## src/rtl/exampif_req_packer.sv

```systemverilog
// Packs the ExampIf request byte stream into words and queues them behind a valid/ready port.
// Optional idle flush of partial words is enabled by defining EXAMPIF_PACK_FLUSH_EN.
module exampif_req_packer #(
   parameter int BYTES_PER_WORD = 4,
   parameter int FIFO_DEPTH     = 8,
   parameter int FLUSH_CYCLES   = 16
) (
   input  logic                                clk,
   input  logic                                rst_n,
   input  logic                                req_val,
   input  logic [7:0]                          req_dat,
   output logic                                out_val,
   input  logic                                out_rdy,
   output logic [8*BYTES_PER_WORD-1:0]         out_dat,
   output logic [$clog2(BYTES_PER_WORD):0]     out_nbytes,
   output logic [$clog2(FIFO_DEPTH):0]         fifo_level,
   output logic                                ovfl,
   input  logic                                ovfl_clr
);

   localparam int WW  = 8 * BYTES_PER_WORD;
   localparam int NBW = $clog2(BYTES_PER_WORD) + 1;
   localparam int AW  = $clog2(FIFO_DEPTH);
   localparam logic [AW:0]    PTR_ONE = (AW + 1)'(1);
   localparam logic [AW:0]    DEPTH_L = (AW + 1)'(FIFO_DEPTH);
   localparam logic [NBW-1:0] NB_FULL = NBW'(BYTES_PER_WORD);
   localparam logic [NBW-1:0] CNT_LAST = NBW'(BYTES_PER_WORD - 1);

   logic [WW-1:0]  asm_q, asm_d, asm_ins;
   logic [NBW-1:0] cnt_q, cnt_d;
   logic           push;
   logic [WW-1:0]  push_dat;
   logic [NBW-1:0] push_nb;

   logic [WW-1:0]  mem_q [FIFO_DEPTH];
   logic [NBW-1:0] nb_q  [FIFO_DEPTH];
   logic [AW:0]    wptr_q, rptr_q, level;
   logic [WW-1:0]  hold_dat_q;
   logic [NBW-1:0] hold_nb_q;
   logic           ovfl_q;
   logic           empty, full, pop, wr_en, ovfl_set;

   assign level    = wptr_q - rptr_q;
   assign empty    = (level == '0);
   assign full     = (level == DEPTH_L);
   assign pop      = !empty && out_rdy;
   assign wr_en    = push && (!full || pop);
   assign ovfl_set = push && full && !pop;

   always_comb begin
      asm_ins = asm_q;
      for (int i = 0; i < BYTES_PER_WORD; i++) begin
         if (cnt_q == NBW'(i)) asm_ins[8*i +: 8] = req_dat;
      end
   end

`ifdef EXAMPIF_PACK_FLUSH_EN
   localparam int TW = $clog2(FLUSH_CYCLES + 1);
   logic [TW-1:0] timer_q, timer_d;
   logic          flush;

   // The expiry cycle is the FLUSH_CYCLES-th consecutive idle cycle; a byte on it wins.
   always_comb begin
      timer_d = timer_q;
      flush   = 1'b0;
      if (req_val || cnt_q == '0) begin
         timer_d = '0;
      end else if (timer_q == TW'(FLUSH_CYCLES - 1)) begin
         timer_d = '0;
         flush   = 1'b1;
      end else begin
         timer_d = timer_q + TW'(1);
      end
   end

   always_ff @(posedge clk or negedge rst_n) begin
      if (!rst_n) timer_q <= '0;
      else        timer_q <= timer_d;
   end
`endif

   // Unused lanes above cnt are always zero because the assembly register clears on every push.
   always_comb begin
      push     = 1'b0;
      push_dat = asm_ins;
      push_nb  = NB_FULL;
      cnt_d    = cnt_q;
      asm_d    = asm_q;
      if (req_val) begin
         if (cnt_q == CNT_LAST) begin
            push  = 1'b1;
            cnt_d = '0;
            asm_d = '0;
         end else begin
            cnt_d = cnt_q + NBW'(1);
            asm_d = asm_ins;
         end
      end
`ifdef EXAMPIF_PACK_FLUSH_EN
      else if (flush) begin
         push     = 1'b1;
         push_dat = asm_q;
         push_nb  = cnt_q;
         cnt_d    = '0;
         asm_d    = '0;
      end
`endif
   end

   always_ff @(posedge clk or negedge rst_n) begin
      if (!rst_n) begin
         asm_q      <= '0;
         cnt_q      <= '0;
         wptr_q     <= '0;
         rptr_q     <= '0;
         hold_dat_q <= '0;
         hold_nb_q  <= '0;
         ovfl_q     <= 1'b0;
         for (int i = 0; i < FIFO_DEPTH; i++) begin
            mem_q[i] <= '0;
            nb_q[i]  <= '0;
         end
      end else begin
         asm_q <= asm_d;
         cnt_q <= cnt_d;
         if (wr_en) begin
            mem_q[wptr_q[AW-1:0]] <= push_dat;
            nb_q[wptr_q[AW-1:0]]  <= push_nb;
            wptr_q                <= wptr_q + PTR_ONE;
         end
         // The popped head is captured so outputs keep their last value once the FIFO empties.
         if (pop) begin
            hold_dat_q <= mem_q[rptr_q[AW-1:0]];
            hold_nb_q  <= nb_q[rptr_q[AW-1:0]];
            rptr_q     <= rptr_q + PTR_ONE;
         end
         if (ovfl_set)      ovfl_q <= 1'b1;
         else if (ovfl_clr) ovfl_q <= 1'b0;
      end
   end

   assign out_val    = !empty;
   assign out_dat    = empty ? hold_dat_q : mem_q[rptr_q[AW-1:0]];
   assign out_nbytes = empty ? hold_nb_q  : nb_q[rptr_q[AW-1:0]];
   assign fifo_level = level;
   assign ovfl       = ovfl_q;

endmodule

```

## config.mk

```make
export PLATFORM = sky130hd
export DESIGN_NAME = exampif_req_packer
export DESIGN_NICKNAME = d
export VERILOG_FILES = /design/src/rtl/exampif_req_packer.sv
export SDC_FILE = /design/constraint.sdc
export NUM_CORES = 1
export LEC_CHECK = 0
export ABC_AREA = 1
export CAP_MARGIN = 25
export CORE_ASPECT_RATIO = 1.25
export CORE_MARGIN = 8
export CORE_UTILIZATION = 35
export DETAILED_ROUTE_END_ITERATION = 10
export GPL_TIMING_DRIVEN = 0
export SETUP_SLACK_MARGIN = 0.02
export SLEW_MARGIN = 20
export SYNTH_ARGS = -nofsm -noshare
export SYNTH_HDL_FRONTEND = slang
export SYNTH_SLANG_ARGS = --single-unit
```

## constraint.sdc

```tcl
create_clock -name clk -period 2.9 [get_ports clk]
set_input_delay 0.58 -clock clk [delete_from_list [all_inputs] [get_ports clk]]
set_output_delay 0.58 -clock clk [all_outputs]
set_load 0.05 [all_outputs]
```

=== Word-level counts from Yosys, hierarchy flattened ===
Index checks and enable logic that the tools add are counted.

* Word-level logic and storage cells: 74
* Input port bits: 13
* Register bits after elaboration: 359
* Output and inout bits: 41

* Eq/ne operators: 4
* Reduce and logical (&&, ||, !) cells: 12
* Order comparisons: 3
* Bitwise logic cells: 5
* Muxes and demuxes: 23
* Add/sub/neg operators: 4

{| class="wikitable"
|+ Operator list
! cell !! count
|-
| bitwise mux 256 bit || 1
|-
| 2-to-1 mux 32 bit || 5
|-
| binary-select mux 32 bit (select 3 bit) || 1
|-
| demux 32 bit (select 3 bit) || 1
|-
| 2-to-1 mux 8 bit || 4
|-
| AND 16 bit || 1
|-
| NOT 16 bit || 1
|-
| 2-to-1 mux 3 bit || 5
|-
| binary-select mux 3 bit (select 3 bit) || 1
|-
| demux 3 bit (select 3 bit) || 1
|-
| adder 4 x 1 -> 4 bit, second input constant || 2
|-
| greater-or-equal comparator 4 bit, second input constant || 2
|-
| NOT 3 -> 4 bit || 2
|-
| bitwise OR 8 bit || 1
|-
| equality test 3 x 2 -> 1 bit, second input constant || 2
|-
| logical AND 1 bit || 5
|-
| equality test 4 bit, second input constant || 1
|-
| logical NOT 4 bit || 1
|-
| < comparator 4 x 1 -> 1 bit, second input constant || 1
|-
| 2-to-1 mux 1 bit || 4
|-
| subtractor 4 bit || 1
|-
| adder 3 x 1 -> 3 bit, second input constant || 1
|-
| equality test 3 x 1 -> 1 bit, second input constant || 1
|-
| logical NOT 1 bit || 3
|-
| other kinds (3) || 3
|}

=== Logic depth before layout (Yosys ltp) ===
* Depth after elaboration: 7
* Gate-level depth with buffers: 16
* Mapped depth without buffers: 12

=== Least setup slack after synthesis ===
Ideal clock, no wire load.

* Kind: reg-to-output
* Start: register rptr_q[1]
* End: output port out_dat[23]
* Buffers on the path: 4
* Stages on the path, launching flop included: 11
* Path slack: -0.724 ns
* Data required time: 2.320 ns
* Arrival: 3.044 ns
* Cell sequence: dfrtp_1 clkbuf_1 inv_2 buf_2 fa_1 nand2_1 nand3_1 nand3b_1 buf_2 clkbuf_1 o21ai_0

* Cells in the longest elaborated chain, start to end: 5
* Elaborated cells on any way between the ends: 7
* Classes of those cells: add/sub: 1; mux: 4; bitwise: 1; reduce/logical: 1

{| class="wikitable"
|+ Ends and longest elaborated chain
! what !! RTL line !! source
|-
| from (decl) || 37 || <nowiki>logic [AW:0] wptr_q, rptr_q, level;</nowiki>
|-
| from (signal assigned) || 135 || <nowiki>rptr_q <= rptr_q + PTR_ONE;</nowiki>
|-
| branches (longest 4 deep; another with subtractor 4 bit) || - ||
|-
| 2-to-1 mux 32 bit (*) || 143 || <nowiki>assign out_dat = empty ? hold_dat_q : mem_q[rptr_q[AW-1:0]];</nowiki>
|-
| to (decl) || 14 || <nowiki>output logic [8*BYTES_PER_WORD-1:0] out_dat,</nowiki>
|}

Mark *: on every way between the ends. The select of a mux whose other input is x is not followed.

=== Worst setup path after layout ===
* Start: register rptr_q[1]
* End: output port out_dat[6]

Same word-level chain as after synthesis.

==> summary.md <==
| Metric | Value |
|---|---|
| Setup Viol. Count Final | `36` |
| Vias in the first global route | `17.1k` |
| CP Data Arrival Time | `between 2 and 3 ns` |
| Yosys warns | `0` |
| DP Area | `between 20000 and 25000 µm²` |
| Final period utilization | `118%` |
| Routed len/inst | `roughly 20 µm` |
| Total GRT Usage | `between 20% and 30%` |
| Status | `complete, but fails checks` |
| Rows | `between 90 and 100` |
| RSZ-0062 raised after global routing | `yes` |
| Final min period | `between 3 and 4 ns` |
| Static leakage | `roughly 12 nW` |
| DRT iter0 DRCs | `around 1.5k` |
| Die H | `approximately 270 µm` |
| GRT Residual Overflow | `0` |
| Async SR Flop Fraction | `100%` |
| Area share of the leading cell type in the synthesized netlist | `approximately 49%` |
| CP Launch Type | `flip-flop` |
| Layout cell share with drive strength beyond 1 | `a little over an eighth` |
| Setup CP Type | `reg -> out` |
| Max-slew violations | `0` |
| Layout net count | `between 2k and 3k` |
| Clock transition at the registers of the reported paths | `roughly 0.060 ns` |
| First-pass GRT wire length | `between 90000 and 100000 µm` |
| Clk buf depth | `3` |
| Clock Latency Late Sink | `about 0.56 ns` |
| #FFs+latches synth | `around 360` |
| Hold Path Cell Cnt | `2` |
| H-tree levels | `2` |
| Setup TNS | `-16.99 ns` |
| HP Class | `reg -> reg` |
| Max Cap Viol | `0` |
| Num CTS Buffers | `40` |
| Drt first pass iters | `5` |
| TritonCTS clock tree | `done` |
| RePlAce Congestion | `~0.9` |
| Cell Area, Synth | `between 15000 and 20000 µm²` |
| Syn_area_per_cell | `between 7 and 8 µm²` |
| Top cells by count, synth | `nand2_1, dfrtp_1, nor2_1, nand4_1, o21ai_0` |
| Fmax | `between 200 and 300 MHz` |
| Root Driver | `clkbuf_16` |
| IO Count | `54` |
| # DRC | `0` |
| Core box area | `51400 µm²` |
| Final worst slack | `-0.513 ns` |
| Fin cells | `around 3.2k` |
| Worst-margin pin slew | `roughly 1.0 ns` |
| Placed wire-length estimate | `46600 µm` |
| Final wirelength | `roughly 63000 µm` |
| Crit end category | `output port` |
| Pin count of the biggest net entering global routing | `94` |
| Vias per cell | `around 5.3` |
| CP max FO | `8` |
| Post-synthesis sequential area ratio | `slightly below 50%` |
| Top_reg_cell synth | `dfrtp_1` |
| Starting density of the core | `35.3%` |
| Antenna Cells | `0` |
| # port buffers | `53` |
| Vias | `17.1k` |
| Normalized max-slew margin | `30.0%` |
| Final hold vios | `0` |
| Cells after Synth | `about 2.4k` |
| Dpl cells | `3116` |
| Initial antenna violation count | `0` |
| Clock sinks | `approximately 360` |
| Synth-to-layout area growth | `22.6%` |
| Final ANT Viol Nets | `0` |
| Synth cell types | `31` |
| Clk_skew | `0.0162 ns` |
| R2r worst-path depth | `14` |
| Die Width | `220 µm` |
| Worst EP required | `2.32 ns` |
| Post-synth top area cell | `dfrtp_1` |
| Die ar. | `just under 60000 µm²` |
| Synth top area cells | `dfrtp_1, nand2_1, nand4_1` |
| Post-Synthesis Net Count | `roughly 2.4k` |
| Worst VDD drop | `between 0.7 and 0.8 mV` |
| Failing checks | `setup timing` |
| EDFF count, synth | `0` |
| Design area | `about 22000 µm²` |
| Most frequent cell after synthesis | `nand2_1` |
| PD cells | `1340 nW/µm²` |
report_power, final:
| group | leakage [nW] | total, mW | switching (mW) | internal [mW] |
|---|---|---|---|---|
| clock network | 0.664 | 5.27 | 2.15 | 3.12 |
| registers | 4.79 | 7.45 | 0.889 | 6.56 |
| logic | 6.07 | 17.2 | 11.6 | 5.60 |
| total | 11.5 | 29.9 | 14.6 | 15.3 |
state kept, by name, summed over array words and instances (netlist names):
register    flops
asm_q          32
cnt_q           3
hold_dat_q     32
hold_nb_q       3
mem_q         256
nb_q           24
ovfl            1
rptr_q          4
wptr_q          4
area by class of cell:
type	count	area, µm²
Tap cell	665	832
Clock buffer	63	1250
Inverter	99	404
Fill cell	5221	29200
Multi-Input combinational cell	1741	8400
Sequential cell	359	8990
Timing Repair Buffer	94	1130
Clock inverter	7	92.6
Buffer	190	1170
through the flow:
stage	hold slack (ns)	power, mW	utilization (%)	setup WS [ns]
finish	0.451	29.9	43.3	-0.513
global route	0.475	31.6	43.3	-0.585
CTS	0.454	29.0	42.5	-0.576
detailed placement	0.439	22.6	39.0	-1.35
global placement	0.435	22.4	38.7	-14.99
floorplan	0.284	17.4	-	0.00896
critical path, cell delays in order (launching register included):
cell and delay (ns):
dfrtp_1 0.40, clkbuf_16 0.18, inv_12 0.05, buf_12 0.13, fa_2 0.38, nand2_2 0.08, nand3_2 0.06, nand3b_1 0.17
buf_6 0.15, buf_8 0.14, clkbuf_16 0.17, o21ai_4 0.17, buf_8 0.17
per-layer routing:
| metal | GRT usage (%) | vias to the layer above | share of wire [%] |
|---|---|---|---|
| met1 | 26.4 | 8262 | 41 |
| li1 | - | 8115 | - |
| met5 | 0 | - | 0 |
| met2 | 35.2 | 548 | 48 |
| met4 | 7.98 | 0 | 3.8 |
| met3 | 3.43 | 136 | 6.5 |
logic make-up after synthesis:
kind of cell | after synthesis | synth area share, %
AND/OR/NAND/NOR | 1484 | 35.0
flip-flops | 359 | 49.4
AO/OA/AOI/OAI | 241 | 7.33
buffers and inverters | 289 | 7.22
XOR/XNOR | 6 | 0.289
adder cells (fa/ha/maj) | 10 | 0.730
final timing paths:
check	start	end	slack, ns
worst max-delay path	rptr_q[1]	out_dat[6]	-0.51
worst min-delay path	nb_q[2]	nb_q[2]	0.45
worst max register to register	rptr_q[1]	mem_q[190]	0.37
worst min register to register	nb_q[2]	nb_q[2]	0.45
max in group asynchronous	rst_n	hold_dat_q[12]	0.82
min in group asynchronous	rst_n	mem_q[121]	0.59
timing repair:
action                                  CTS  global route
hold endpoints to repair                 10             0
gates cloned                              3             5
resized for setup                       342            72
setup buffers                            10            10
pin swaps                                 8             4
hold buffers                              1             0
endpoints found under the setup margin  352            37
layout by cell type (no fill, tap or decap), types with 13 or more instances in the layout:
| cell | Yosys | layout |
|---|---|---|
| o21ai_4 | 0 | 35 |
| clkbuf_2 | 0 | 15 |
| a22o_1 | 24 | 24 |
| clkbuf_1 | 84 | 72 |
| clkbuf_16 | 0 | 50 |
| nor2_1 | 286 | 286 |
| inv_1 | 93 | 91 |
| nand3_1 | 47 | 46 |
| nand4_1 | 256 | 256 |
| clkbuf_8 | 0 | 15 |
| dfrtp_1 | 359 | 357 |
| buf_4 | 19 | 50 |
| o21ai_0 | 143 | 132 |
| o21ai_1 | 57 | 30 |
| buf_2 | 71 | 59 |
| buf_6 | 9 | 39 |
| clkdlybuf4s50_1 | 0 | 13 |
| nand2_2 | 1 | 19 |
| nand2_1 | 880 | 857 |
| buf_8 | 0 | 16 |
Note: power is estimated with default switching activity, not from simulation.
